$ cat src/rtl/data_sram_bridge.sv
// Bridges the M-stage load/store to a request/handshake SRAM-style data bus.
// One transaction in flight; the pipeline is stalled until the bus completes.
module data_sram_bridge (
    input  logic        clk,
    input  logic        rst,
    input  logic        mem_en_i,
    input  logic [3:0]  mem_wen_i,
    input  logic [1:0]  mem_size_i,
    input  logic [31:0] mem_addr_i,
    input  logic [31:0] mem_wdata_i,
    input  logic        pipe_adv_i,
    output logic [31:0] mem_rdata_o,
    output logic        mem_stall_o,
    output logic        data_req_o,
    output logic        data_wr_o,
    output logic [1:0]  data_size_o,
    output logic [31:0] data_addr_o,
    output logic [31:0] data_wdata_o,
    input  logic        data_addr_ok_i,
    input  logic [31:0] data_rdata_i,
    input  logic        data_data_ok_i
);

    typedef enum logic [1:0] {
        IDLE = 2'd0,
        REQ  = 2'd1,
        WAIT = 2'd2,
        DONE = 2'd3
    } state_t;

    state_t      state_reg, state_next;
    logic [31:0] addr_reg, addr_next;
    logic [31:0] wdata_reg, wdata_next;
    logic [3:0]  wen_reg, wen_next;
    logic [1:0]  size_reg, size_next;
    logic [31:0] rdata_reg, rdata_next;

    logic is_read;
    assign is_read = ~(|wen_reg);

    always_comb begin
        state_next = state_reg;
        addr_next  = addr_reg;
        wdata_next = wdata_reg;
        wen_next   = wen_reg;
        size_next  = size_reg;
        rdata_next = rdata_reg;
        case (state_reg)
            IDLE: begin
                if (mem_en_i) begin
                    addr_next  = mem_addr_i;
                    wdata_next = mem_wdata_i;
                    wen_next   = mem_wen_i;
                    size_next  = mem_size_i;
                    state_next = REQ;
                end
            end
            REQ: begin
                // A bus that answers addr_ok and data_ok together skips WAIT.
                if (data_addr_ok_i) begin
                    if (data_data_ok_i) begin
                        state_next = DONE;
                        if (is_read) rdata_next = data_rdata_i;
                    end else begin
                        state_next = WAIT;
                    end
                end
            end
            WAIT: begin
                if (data_data_ok_i) begin
                    state_next = DONE;
                    if (is_read) rdata_next = data_rdata_i;
                end
            end
            DONE: begin
                if (pipe_adv_i) state_next = IDLE;
            end
            default: state_next = IDLE;
        endcase
    end

    always_ff @(posedge clk) begin
        if (rst) begin
            state_reg <= IDLE;
            addr_reg  <= 32'd0;
            wdata_reg <= 32'd0;
            wen_reg   <= 4'd0;
            size_reg  <= 2'd0;
            rdata_reg <= 32'd0;
        end else begin
            state_reg <= state_next;
            addr_reg  <= addr_next;
            wdata_reg <= wdata_next;
            wen_reg   <= wen_next;
            size_reg  <= size_next;
            rdata_reg <= rdata_next;
        end
    end

    assign data_req_o   = (state_reg == REQ);
    assign data_wr_o    = ~is_read;
    assign data_size_o  = size_reg;
    assign data_addr_o  = addr_reg;
    assign data_wdata_o = wdata_reg;
    assign mem_rdata_o  = rdata_reg;
    // DONE releases the stall so the instruction can leave M while data is held.
    assign mem_stall_o  = ((state_reg == IDLE) & mem_en_i)
                        | (state_reg == REQ) | (state_reg == WAIT);

endmodule

$ cat config.mk
export PLATFORM = sky130hd
export DESIGN_NAME = data_sram_bridge
export DESIGN_NICKNAME = d
export VERILOG_FILES = /design/src/rtl/data_sram_bridge.sv
export SDC_FILE = /design/constraint.sdc
export NUM_CORES = 1
export LEC_CHECK = 0
export BUFFER_PORTS_ARGS = -buffer_cell sky130_fd_sc_hd__buf_4
export CORE_MARGIN = 5
export CORE_UTILIZATION = 47
export CTS_CLUSTER_DIAMETER = 60
export DETAILED_ROUTE_END_ITERATION = 6
export PLACE_DENSITY_LB_ADDON = 0.12
export SLEW_MARGIN = 20
export SYNTH_ARGS = -nofsm -noshare
export SYNTH_HDL_FRONTEND = slang
export SYNTH_SLANG_ARGS = --single-unit
$ cat constraint.sdc
create_clock -name clk -period 4.1 [get_ports clk]
set_input_delay 0.205 -clock clk [delete_from_list [all_inputs] [get_ports clk]]
set_output_delay 0.205 -clock clk [all_outputs]
set_load 0.1 [all_outputs]
==> results of run 1 <==
[tightest hold or removal path: stages]
cell and delay (ns):
buf_4 0.11, nand2_1 0.04, a21oi_1 0.05
[report_power, final]
part | internal, mW | leakage (nW) | switching (mW)
sequential | 1.19 | 0.850 | 0.100
combinational | 0.476 | 1.51 | 1.82
clock | 0.288 | 0.100 | 0.357
[cell type report]
type	instances	area, um2	share of cell area [%]
sequential	104	2080	37.5
multi-input combinational	328	1540	27.7
clock buffer	9	124	2.23
tap	102	128	2.30
clock inverter	7	77.6	1.40
timing repair buffer	211	1590	28.6
inverter	3	11.3	0.203
[per-layer routing]
layer,vias up,GRT usage (%),wire (um)
li1,1877,-,-
met4,0,6.83,168
met3,17,8.13,1070
met2,141,34.5,5250
met1,1668,24.0,4310
met5,-,0,0
[metrics by stage]
| stage | instance area (um2) | worst slack, ns |
|---|---|---|
| after detailed placement | 5340 | 1.85 |
| after floorplan | 3790 | 1.82 |
| after global placement | 5340 | 1.95 |
| after global routing | 5550 | 1.80 |
| after CTS | 5540 | 1.82 |
| final | 5550 | 2.01 |
[worst min-delay path by stage]
stage / from / end / slack [ns] / depth (start not counted)
2_1_floorplan: data_rdata_i[19] / mem_rdata_o[19] / 0.33 / 2
3_3_place_gp: data_wdata_o[28] / data_wdata_o[28] / 0.44 / 2
3_5_place_dp: mem_rdata_o[31] / mem_rdata_o[31] / 0.45 / 2
4_1_cts: data_rdata_i[19] / mem_rdata_o[19] / 0.07 / 3
5_1_grt: data_rdata_i[19] / mem_rdata_o[19] / 0.07 / 3
6_report: data_rdata_i[6] / mem_rdata_o[6] / 0.09 / 3
[cell usage after synthesis, drive strengths merged]
master    n  area (um2)
nand2   205         772
a21oi   104         588
dfxtp   104        2080
clkbuf   22        82.6
buf      12        81.3
ha        5        62.6
nand2b    4        25.0
inv       3        11.3
nand4     2        12.5
or3       2        12.5
and2      1        6.26
and4      1        8.76
mux2i     1        10.0
nor2      1        3.75
nor4      1        21.3
o31ai     1        7.51
[cell families (layout without fill, tap and decap cells)]
kind of cell,Yosys count,in the layout,share of synthesized area (%)
fa+ha+maj,5,5,1.65
flops,104,104,55.0
compound gates,105,105,15.7
buf+inv,37,230,4.62
mux,1,1,0.264
simple gates,217,217,22.8
==> qor.tcl, run 1 <==
set qor(run_status) {completed}
set qor(cts_root_buffer) {clkbuf_8}
set qor(mostFrequentLayoutCell) {buf_4}
set qor(setup_viol) 0
set qor(layoutNonFillerInstCount) 764
set qor(final.min_clock_period_ns) 2.09
set qor(timing.final.hold_violations) 0
set qor(cts_repair_resize_count) 0
set qor(number_of_placed_instances_with_taps_included) 748
set qor(grt_setup_unrepaired) {no}
set qor(vias_in_the_first_global_route) 3463
set qor(die_x_um) 99.8
set qor(r2r-start) {state_reg[1]}
set qor(yosys_register_bits) 104
set qor(power_density_nw_per_um2) 763
set qor(yosysUniqueCellTypes) 20
set qor(die_y_um) 99.8
set qor(placement_rows) 32
set qor(design.die.area_um2) 9950
set qor(total_power_mw) 4.23
set qor(timing.final.crit_share_pct) 51.1
set qor(ctsHoldBuffers) 0
set qor(finish.utilization_pct) 71.0
set qor(critical_path_buf_inv_count) 2
set qor(io_buffer_count) 208
set qor(drt-pass1-iter-count) 4
set qor(grt_pass1_wl_um) 16700
set qor(clkLatencyLatePin_ns) 0.35
set qor(critical_path_peak_fanout) 37
set qor(worstSetupPathDepth) 6
set qor(number_of_setup_buffers_added_after_cts) 0
set qor(diodes) 0
set qor(detail_route.drc_violations) 0
set qor(cts_htree_levels) 3
set qor(worstSetupEndpointType) {flip-flop}
set qor(path_delay_family) {simple AND/OR/NAND/NOR gates}
set qor(reg2reg_slack_ns) 2.01
set qor(hpwl_um) 7600
set qor(clock_sink_count) 104
set qor(fmax_mhz) 478
set qor(setup_tns_ns) 0
set qor(min-delay-path-class) {input pin to flip-flop}
set qor(pin_count_of_the_biggest_net_entering_global_routing) 106
set qor(post_route_cells_drive_above_1_share_pct) 37.8
set qor(tritoncts_clock_tree) {built}
set qor(vdd_drop_max_mv) 0.358
set qor(cts_made_buffers) 9
set qor(syn_area_um2) 3790
set qor(r2r_cells) 6
set qor(wirelength_um) 10800
set qor(initial_utilization_pct) 48.5
set qor(ys.warnings.count) 0
set qor(dr_total_vias) 3703
set qor(grt_usage_pct) 20.6
set qor(crit_arrival_ns) 2.37
set qor(startpoint_kind_of_the_worst_setup_timing_path) {flip-flop}
set qor(gp_routability_congestion) 0.809
set qor(ordered_cell_list_for_the_critical_path) {inv_1 -> ha_1 -> nand2_2 -> buf_4 -> nand2_1 -> a21oi_1}
set qor(postSynthCellCount) 469
set qor(antenna_found_initial) 0
set qor(synth.net_count) 582
set qor(routedWlPerCell_um) 14.1
set qor(worst-setup-path-type) {flip-flop to flip-flop}
set qor(drtIter0Drc) 135
set qor(fillerInstances) 626
set qor(num-nets-final) 770
set qor(final_cell_mix) {210 x buf_4, 203 x nand2_1, 104 x dfxtp_1}
set qor(clock-skew-final_ns) 0.0104
set qor(slowest_stage_delay_cp_ns) 0.52
set qor(worst_max_slew_margin_expressed_relative_to_the_limit_pct) 43.6
set qor(vias_per_cell) 4.85
set qor(synth_sequential_area_ratio_pct) 55.0
set qor(worst_setup_path_endpoint) {data_addr_o[7]}
set qor(clk_pin_slew_ns) 0.10
set qor(ctsLongestPathBuffers) 2
set qor(remaining_antenna_violation_count_after_routing) 0
set qor(placeableCoreArea_um2) 7810
set qor(avgSynthCellArea_um2) 8.08
set qor(global_route.overflow_total) 0
set qor(data_required_time_at_the_worst_endpoint_ns) 4.38
set qor(max_slew.worst_pin.slew_ns) 0.846
set qor(timing.critical_path.from) {state_reg[1]}
set qor(slew_violations) 0
set qor(drv.max_cap_violation_count) 0
set qor(holdWs_ns) 0.0873
set qor(reg2reg_to) {data_addr_o[7]}
set qor(worst_path_max_delay_cell) {nand2_2}
set qor(flow.area_growth_from_synthesis_pct) 46.4
set qor(power.leakage_nw) 2.46
set qor(ios) 209
Power figures use the tool's default switching activity.
==> run 2, diff against run 1 <==
--- a/config.mk
+++ b/config.mk
@@ -7,7 +7,7 @@
 export LEC_CHECK = 0
 export BUFFER_PORTS_ARGS = -buffer_cell sky130_fd_sc_hd__buf_4
 export CORE_MARGIN = 5
-export CORE_UTILIZATION = 47
+export CORE_UTILIZATION = 44
 export CTS_CLUSTER_DIAMETER = 60
 export DETAILED_ROUTE_END_ITERATION = 6
 export PLACE_DENSITY_LB_ADDON = 0.12
==> constraint.sdc (replaced) <==
create_clock -name clk -period 2.2 [get_ports clk]
set_input_delay 0.11 -clock clk [delete_from_list [all_inputs] [get_ports clk]]
set_output_delay 0.11 -clock clk [all_outputs]
set_load 0.1 [all_outputs]
==> qor.tcl, run 2 (same netlist as run 1, synthesis figures left out) <==
set qor(slew_violations) 0 ;# unchanged
set qor(ios) 209 ;# unchanged
set qor(dr_total_vias) 4209 ;# was 3,703
set qor(min_from) {mem_wdata_i[31]} ;# was data_rdata_i[6]
set qor(net_switching_mw) 4.31 ;# was 2.28 mW
set qor(r2r_cells) 7 ;# was 6
set qor(antenna_found_initial) 0 ;# unchanged
set qor(critical_path_peak_fanout) 31 ;# was 37
set qor(pin_count_of_the_biggest_net_entering_global_routing) 59 ;# was 106
set qor(clkLatencyLatePin_ns) 0.36 ;# was 0.35 ns
set qor(initial_utilization_pct) 45.6 ;# was 48.5%
set qor(drv.max_cap_violation_count) 0 ;# unchanged
set qor(power.leakage_nw) 2.88 ;# was 2.46 nW
set qor(pwr-share-comb_pct) 54.9 ;# was 54.3%
set qor(path_delay_family) {simple AND/OR/NAND/NOR gates} ;# unchanged
set qor(min-delay-path-class) {input pin to flip-flop} ;# unchanged
set qor(timing.final.crit_share_pct) 93.4
set qor(cts_root_buffer) {clkbuf_8} ;# unchanged
set qor(drt-pass1-iter-count) 4 ;# unchanged
set qor(grt_usage_pct) 24.2 ;# was 20.6%
set qor(wirelength_um) 13200 ;# was 10,800 um
set qor(design.die.area_um2) 10600 ;# was 9950 um2
set qor(crit_arrival_ns) 1.94 ;# was 2.37 ns
set qor(cts_htree_levels) 3 ;# unchanged
set qor(ctsLongestPathBuffers) 2 ;# unchanged
set qor(ordered_cell_list_for_the_critical_path) {inv_1 -> ha_1 -> and2_4 -> or3_1 -> buf_4} ;# was inv_1 -> ha_1 -> nand2_2 -> buf_4 -> nand2_1 -> a21oi_1
set qor(worst-setup-path-type) {flip-flop to output port} ;# was flip-flop to flip-flop
set qor(power_density_nw_per_um2) 1260 ;# was 763 nW/um2
set qor(worstSetupEndpointType) {output port} ;# was flip-flop
set qor(mostFrequentLayoutCell) {buf_4} ;# unchanged
set qor(global_route.overflow_total) 0 ;# unchanged
set qor(whs_path_depth) 3 ;# unchanged
set qor(share_clk_of_total_power_pct) 15.8 ;# was 15.2%
set qor(power_report.internal_total_mw) 3.93 ;# was 1.96 mW
set qor(flow.area_growth_from_synthesis_pct) 72.8 ;# was 46.4%
set qor(setup_tns_ns) 0 ;# unchanged
set qor(number_of_setup_buffers_added_after_cts) 0 ;# unchanged
set qor(critical_path_buf_inv_count) 2 ;# unchanged
set qor(max_slew.worst_pin.slew_ns) 0.611 ;# was 0.846 ns
set qor(gp_routability_congestion) 0.860 ;# was 0.809
set qor(clock-skew-final_ns) 0.0121 ;# was 0.0104 ns
set qor(r2r-start) {state_reg[1]} ;# unchanged
set qor(grt_setup_unrepaired) {no} ;# unchanged
set qor(num-nets-final) 865 ;# was 770
set qor(reg2reg_slack_ns) 0.43 ;# was 2.01 ns
set qor(fmax_mhz) 487
set qor(run_status) {completed} ;# unchanged
set qor(data_required_time_at_the_worst_endpoint_ns) 2.09 ;# was 4.38 ns
set qor(worst_path_max_delay_cell) {dfxtp_1} ;# was nand2_2
set qor(cts_made_buffers) 9 ;# unchanged
set qor(clock_sink_count) 104 ;# unchanged
set qor(slowest_stage_delay_cp_ns) 0.38 ;# was 0.52 ns
set qor(final_cell_mix) {212 x buf_4, 203 x nand2_1, 104 x dfxtp_1} ;# was 210 x buf_4, 203 x nand2_1, 104 x dfxtp_1
set qor(vdd_drop_max_mv) 0.818 ;# was 0.358 mV
set qor(total_power_mw) 8.24 ;# was 4.23 mW
set qor(io_buffer_count) 208 ;# unchanged
set qor(placeableCoreArea_um2) 8300 ;# was 7810 um2
set qor(remaining_antenna_violation_count_after_routing) 0 ;# unchanged
set qor(final.min_clock_period_ns) 2.05
set qor(die_y_um) 103 ;# was 99.8 um
set qor(reg2reg_to) {mem_rdata_o[21]} ;# was data_addr_o[7]
set qor(tritoncts_clock_tree) {built} ;# unchanged
set qor(fillerInstances) 560 ;# was 626
set qor(routedWlPerCell_um) 15.3 ;# was 14.1 um
set qor(die_x_um) 103 ;# was 99.8 um
set qor(drtIter0Drc) 128 ;# was 135
set qor(setup_viol) 0 ;# unchanged
set qor(vias_per_cell) 4.88 ;# was 4.85
set qor(hpwl_um) 8300 ;# was 7600 um
set qor(startpoint_kind_of_the_worst_setup_timing_path) {flip-flop} ;# unchanged
set qor(post_route_cells_drive_above_1_share_pct) 33.4 ;# was 37.8%
set qor(placement_rows) 33 ;# was 32
set qor(timing.final.hold_violations) 0 ;# unchanged
set qor(vias_in_the_first_global_route) 4291 ;# was 3,463
set qor(fraction_of_power_spent_switching_nets_pct) 52.3 ;# was 53.8%
set qor(seq_power_share_pct) 29.3 ;# was 30.5%
set qor(worst_max_slew_margin_expressed_relative_to_the_limit_pct) 59.2 ;# was 43.6%
set qor(detail_route.drc_violations) 0 ;# unchanged
set qor(worst_hold_path.endpoint) {data_wdata_o[31]} ;# was mem_rdata_o[6]
set qor(grt_pass1_wl_um) 20000 ;# was 16,700 um
set qor(clk_pin_slew_ns) 0.10 ;# about the same
[run 2: metrics by stage]
stage	setup WS, ns	util (%)	cells	instance area (um2)	hold WS, ns
after floorplan	0.313	-	469	3790	0.237
after global placement	0.419	65.2	755	5410	0.356
after detailed placement	0.302	65.2	755	5410	0.367
after CTS	0.130	78.7	861	6530	0.0000888
after global routing	0.0163	78.8	862	6540	0.00370
final	0.145	78.9	863	6550	0.0107
[run 2: power by group through the flow]
stage,sequential (mW),clock (mW),combinational [mW]
6_report,2.42,1.30,4.52
5_1_grt,2.46,1.41,4.71
4_1_cts,2.41,1.32,4.51
3_5_place_dp,2.45,0,4.37
3_3_place_gp,2.43,0,4.31
2_1_floorplan,4.63,0,1.22
[run 2: timing repair]
item                       4_1_cts  5_1_grt
resized for setup                1        0
hold buffers                    90        1
hold endpoints to repair        90        1
setup endpoints to repair        1        0
[run 2: layer usage]
metal / share of wire, % / GRT usage [%] / vias up
met2: 51 / 44.5 / 180
met5: 0 / 0 / -
li1: - / - / 2067
met1: 37 / 25.2 / 1921
met4: 3.5 / 11.8 / 0
met3: 9.0 / 6.70 / 41
[run 2: final cells by class]
class	count	area [um2]	share of cell area, %
multi-input cells	328	1540	23.5
flip-flops and latches	104	2080	31.8
clock inverters	6	90.1	1.38
well taps	105	131	2.01
inverters	3	11.3	0.172
repair buffers	306	2560	39.2
diodes	1	2.50	0.0382
clock buffers	10	128	1.95
[run 2: worst max path at each step]
stage	endpoint	depth (start not counted)	from	slack, ns
5_1_grt	mem_stall_o	5	state_reg[1]	0.02
4_1_cts	mem_stall_o	5	state_reg[1]	0.13
2_1_floorplan	mem_rdata_o[10]	7	state_reg[1]	0.31
3_3_place_gp	mem_stall_o	5	state_reg[0]	0.42
3_5_place_dp	data_wdata_o[31]	6	state_reg[0]	0.30
6_report	mem_stall_o	5	state_reg[0]	0.15
[run 2: worst register-to-register path, delay by kind of cell, from the launching register on]
kind	cells	cell delay (ns)
AO/OA/AOI/OAI	1	0.14
adder cells (fa/ha/maj)	1	0.21
flip-flops	1	0.41
AND/OR/NAND/NOR	3	0.51
buffers and inverters	2	0.43
==> run 3, diff against run 2 <==
--- a/config.mk
+++ b/config.mk
@@ -10,8 +10,10 @@
 export CORE_UTILIZATION = 44
 export CTS_CLUSTER_DIAMETER = 60
 export DETAILED_ROUTE_END_ITERATION = 6
+export GPL_TIMING_DRIVEN = 0
 export PLACE_DENSITY_LB_ADDON = 0.12
-export SLEW_MARGIN = 20
+export REMOVE_ABC_BUFFERS = 1
+export SLEW_MARGIN = 15
 export SYNTH_ARGS = -nofsm -noshare
 export SYNTH_HDL_FRONTEND = slang
 export SYNTH_SLANG_ARGS = --single-unit
==> qor.tcl, run 3 (same netlist as run 1, synthesis figures left out) <==
set qor(post_route_cells_drive_above_1_share_pct) 35.0 ;# was 33.4%
set qor(vias_per_cell) 4.82 ;# was 4.88
set qor(net_switching_mw) 4.31 ;# about the same
set qor(placement_rows) 33 ;# unchanged
set qor(min-delay-path-class) {input pin to flip-flop} ;# unchanged
set qor(run_status) {completed} ;# unchanged
set qor(clk_pin_slew_ns) 0.10 ;# about the same
set qor(final_cell_area_um2) 6280 ;# was 6550 um2
set qor(remaining_antenna_violation_count_after_routing) 0 ;# unchanged
set qor(grt_usage_pct) 22.8 ;# was 24.2%
set qor(worst_path_max_delay_cell) {dfxtp_1} ;# unchanged
set qor(timing.final.hold_violations) 0 ;# unchanged
set qor(path_delay_family) {simple AND/OR/NAND/NOR gates} ;# unchanged
set qor(setup_tns_ns) 0 ;# unchanged
set qor(vdd_drop_max_mv) 0.727 ;# was 0.818 mV
set qor(initial_utilization_pct) 45.6 ;# unchanged
set qor(pre_cts_ws_ns) -0.0464 ;# was 0.302 ns
set qor(reg2reg_to) {mem_rdata_o[0]} ;# was mem_rdata_o[21]
set qor(final_cell_mix) {213 x buf_4, 203 x nand2_1, 104 x dfxtp_1} ;# was 212 x buf_4, 203 x nand2_1, 104 x dfxtp_1
set qor(setup_viol) 0 ;# unchanged
set qor(worst_setup_path_endpoint) {mem_stall_o} ;# unchanged
set qor(total_power_mw) 8.22 ;# was 8.24 mW
set qor(antenna_found_initial) 0 ;# unchanged
set qor(startpoint_kind_of_the_worst_setup_timing_path) {flip-flop} ;# unchanged
set qor(slew_violations) 0 ;# unchanged
set qor(pin_count_of_the_biggest_net_entering_global_routing) 106 ;# was 59
set qor(worst-setup-path-type) {flip-flop to output port} ;# unchanged
set qor(grt_pass1_wl_um) 19100 ;# was 20,000 um
set qor(gp_routability_congestion) 0.772 ;# was 0.860
set qor(critical_path_peak_fanout) 18 ;# was 31
set qor(r2r-start) {state_reg[1]} ;# unchanged
set qor(placeableCoreArea_um2) 8300 ;# unchanged
set qor(clock-skew-final_ns) 0.00975 ;# was 0.0121 ns
set qor(wirelength_um) 12700 ;# was 13,200 um
set qor(critical_path_buf_inv_count) 2 ;# unchanged
set qor(hpwl_um) 7660 ;# was 8300 um
set qor(clock_sink_count) 104 ;# unchanged
set qor(max_slew.worst_pin.slew_ns) 0.756 ;# was 0.611 ns
set qor(power_density_nw_per_um2) 1310 ;# was 1260 nW/um2
set qor(reg2reg_slack_ns) 0.22 ;# was 0.43 ns
set qor(tritoncts_clock_tree) {built} ;# unchanged
set qor(cts_made_buffers) 9 ;# unchanged
set qor(drt-pass1-iter-count) 4 ;# unchanged
set qor(crit_arrival_ns) 1.94 ;# about the same
set qor(place_area_um2) 5340 ;# was 5410 um2
set qor(routedWlPerCell_um) 15.2 ;# was 15.3 um
set qor(io_buffer_count) 208 ;# unchanged
set qor(timing.critical_path.from) {state_reg[1]} ;# was state_reg[0]
set qor(ctsLongestPathBuffers) 2 ;# unchanged
set qor(design.die.area_um2) 10600 ;# unchanged
set qor(final.min_clock_period_ns) 2.05 ;# about the same
set qor(global_route.overflow_total) 0 ;# unchanged
set qor(min_from) {mem_wdata_i[9]} ;# was mem_wdata_i[31]
set qor(detail_route.drc_violations) 0 ;# unchanged
set qor(worst_max_slew_margin_expressed_relative_to_the_limit_pct) 49.6 ;# was 59.2%
set qor(timing.final.crit_share_pct) 93.4 ;# about the same
set qor(die_y_um) 103 ;# unchanged
set qor(diodes) 0 ;# was 1
set qor(vias_in_the_first_global_route) 4033 ;# was 4,291
set qor(seq_power_share_pct) 29.3 ;# about the same
set qor(pwr-share-comb_pct) 54.7 ;# was 54.9%
set qor(fmax_mhz) 487 ;# about the same
set qor(num-nets-final) 840 ;# was 865
set qor(worstSetupPathDepth) 5 ;# unchanged
set qor(power_report.internal_total_mw) 3.90 ;# was 3.93 mW
set qor(grt_setup_unrepaired) {no} ;# unchanged
set qor(cts_root_buffer) {clkbuf_8} ;# unchanged
set qor(dr_total_vias) 4033 ;# was 4,209
set qor(data_required_time_at_the_worst_endpoint_ns) 2.09 ;# about the same
set qor(setup_slack_ns) 0.145 ;# about the same
set qor(ios) 209 ;# unchanged
set qor(mostFrequentLayoutCell) {buf_4} ;# unchanged
set qor(r2r_cells) 6 ;# was 7
set qor(slowest_stage_delay_cp_ns) 0.42 ;# was 0.38 ns
set qor(die_x_um) 103 ;# unchanged
set qor(cts_htree_levels) 3 ;# unchanged
set qor(drtIter0Drc) 130 ;# was 128
set qor(drv.max_cap_violation_count) 0 ;# unchanged
set qor(share_clk_of_total_power_pct) 16.0 ;# was 15.8%
set qor(clkLatencyLatePin_ns) 0.35 ;# was 0.36 ns
set qor(worstSetupEndpointType) {output port} ;# unchanged
set qor(ordered_cell_list_for_the_critical_path) {inv_1 -> ha_2 -> and2_4 -> or3_1 -> buf_4} ;# was inv_1 -> ha_1 -> and2_4 -> or3_1 -> buf_4
set qor(flow.area_growth_from_synthesis_pct) 65.9 ;# was 72.8%
set qor(fraction_of_power_spent_switching_nets_pct) 52.5 ;# was 52.3%
set qor(power.leakage_nw) 2.77 ;# was 2.88 nW
-- run 3: power by group through the flow --
| stage | clock network, mW | registers [mW] | logic (mW) |
|---|---|---|---|
| finish | 1.31 | 2.41 | 4.50 |
| global route | 1.42 | 2.45 | 4.72 |
| CTS | 1.33 | 2.41 | 4.43 |
| detailed placement | 0 | 2.45 | 4.29 |
| global placement | 0 | 2.43 | 4.24 |
| floorplan | 0 | 4.63 | 1.08 |
-- run 3: metal layers --
| layer | up-vias | part of all wire, % | global-route usage, % |
|---|---|---|---|
| met3 | 18 | 11 | 7.24 |
| li1 | 2013 | - | - |
| met1 | 1829 | 40 | 26.0 |
| met2 | 173 | 48 | 40.4 |
| met5 | - | 0 | 0 |
| met4 | 0 | 1.4 | 7.27 |
-- run 3: final cells by class --
class                      count  area [um2]
fill                         599        2020
tap                          105         131
sequential                   104        2080
timing repair buffer         279        2280
clock inverter                 5        80.1
inverter                       3        11.3
clock buffer                  11         141
multi-input combinational    330        1560
-- run 3: worst min-delay path by stage --
stage / slack (ns) / cells after the start / endpoint
2_1_floorplan: 0.17 / 1 / mem_rdata_o[10]
3_3_place_gp: 0.36 / 3 / mem_rdata_o[19]
3_5_place_dp: 0.37 / 3 / data_addr_o[6]
4_1_cts: 0.00006 / 3 / data_wdata_o[9]
5_1_grt: 0.0007 / 3 / mem_rdata_o[13]
6_report: 0.01 / 3 / data_wdata_o[9]
-- run 3: timing repair --
action                                  in CTS  in global routing
resized for setup                            2                  0
cloned                                       1                  1
buffers inserted                             0                  5
endpoints found under the hold margin       62                  2
hold buffers                                62                  2
endpoints found under the setup margin      33                 19
pin swaps                                    1                  2
-- run 3: worst min-delay path, cell delays in order --
cell and delay, ns:
buf_4 0.11, nand2_1 0.04, a21oi_1 0.05
-- run 3: per-stage QoR --
step / utilization (%) / hold WS, ns / std cells
global placement: 64.1 / 0.356 / 748
finish: 75.7 / 0.0131 / 837
global route: 75.7 / 0.000683 / 837
floorplan: - / 0.172 / 435
detailed placement: 64.3 / 0.365 / 749
CTS: 74.6 / 0.0000595 / 828
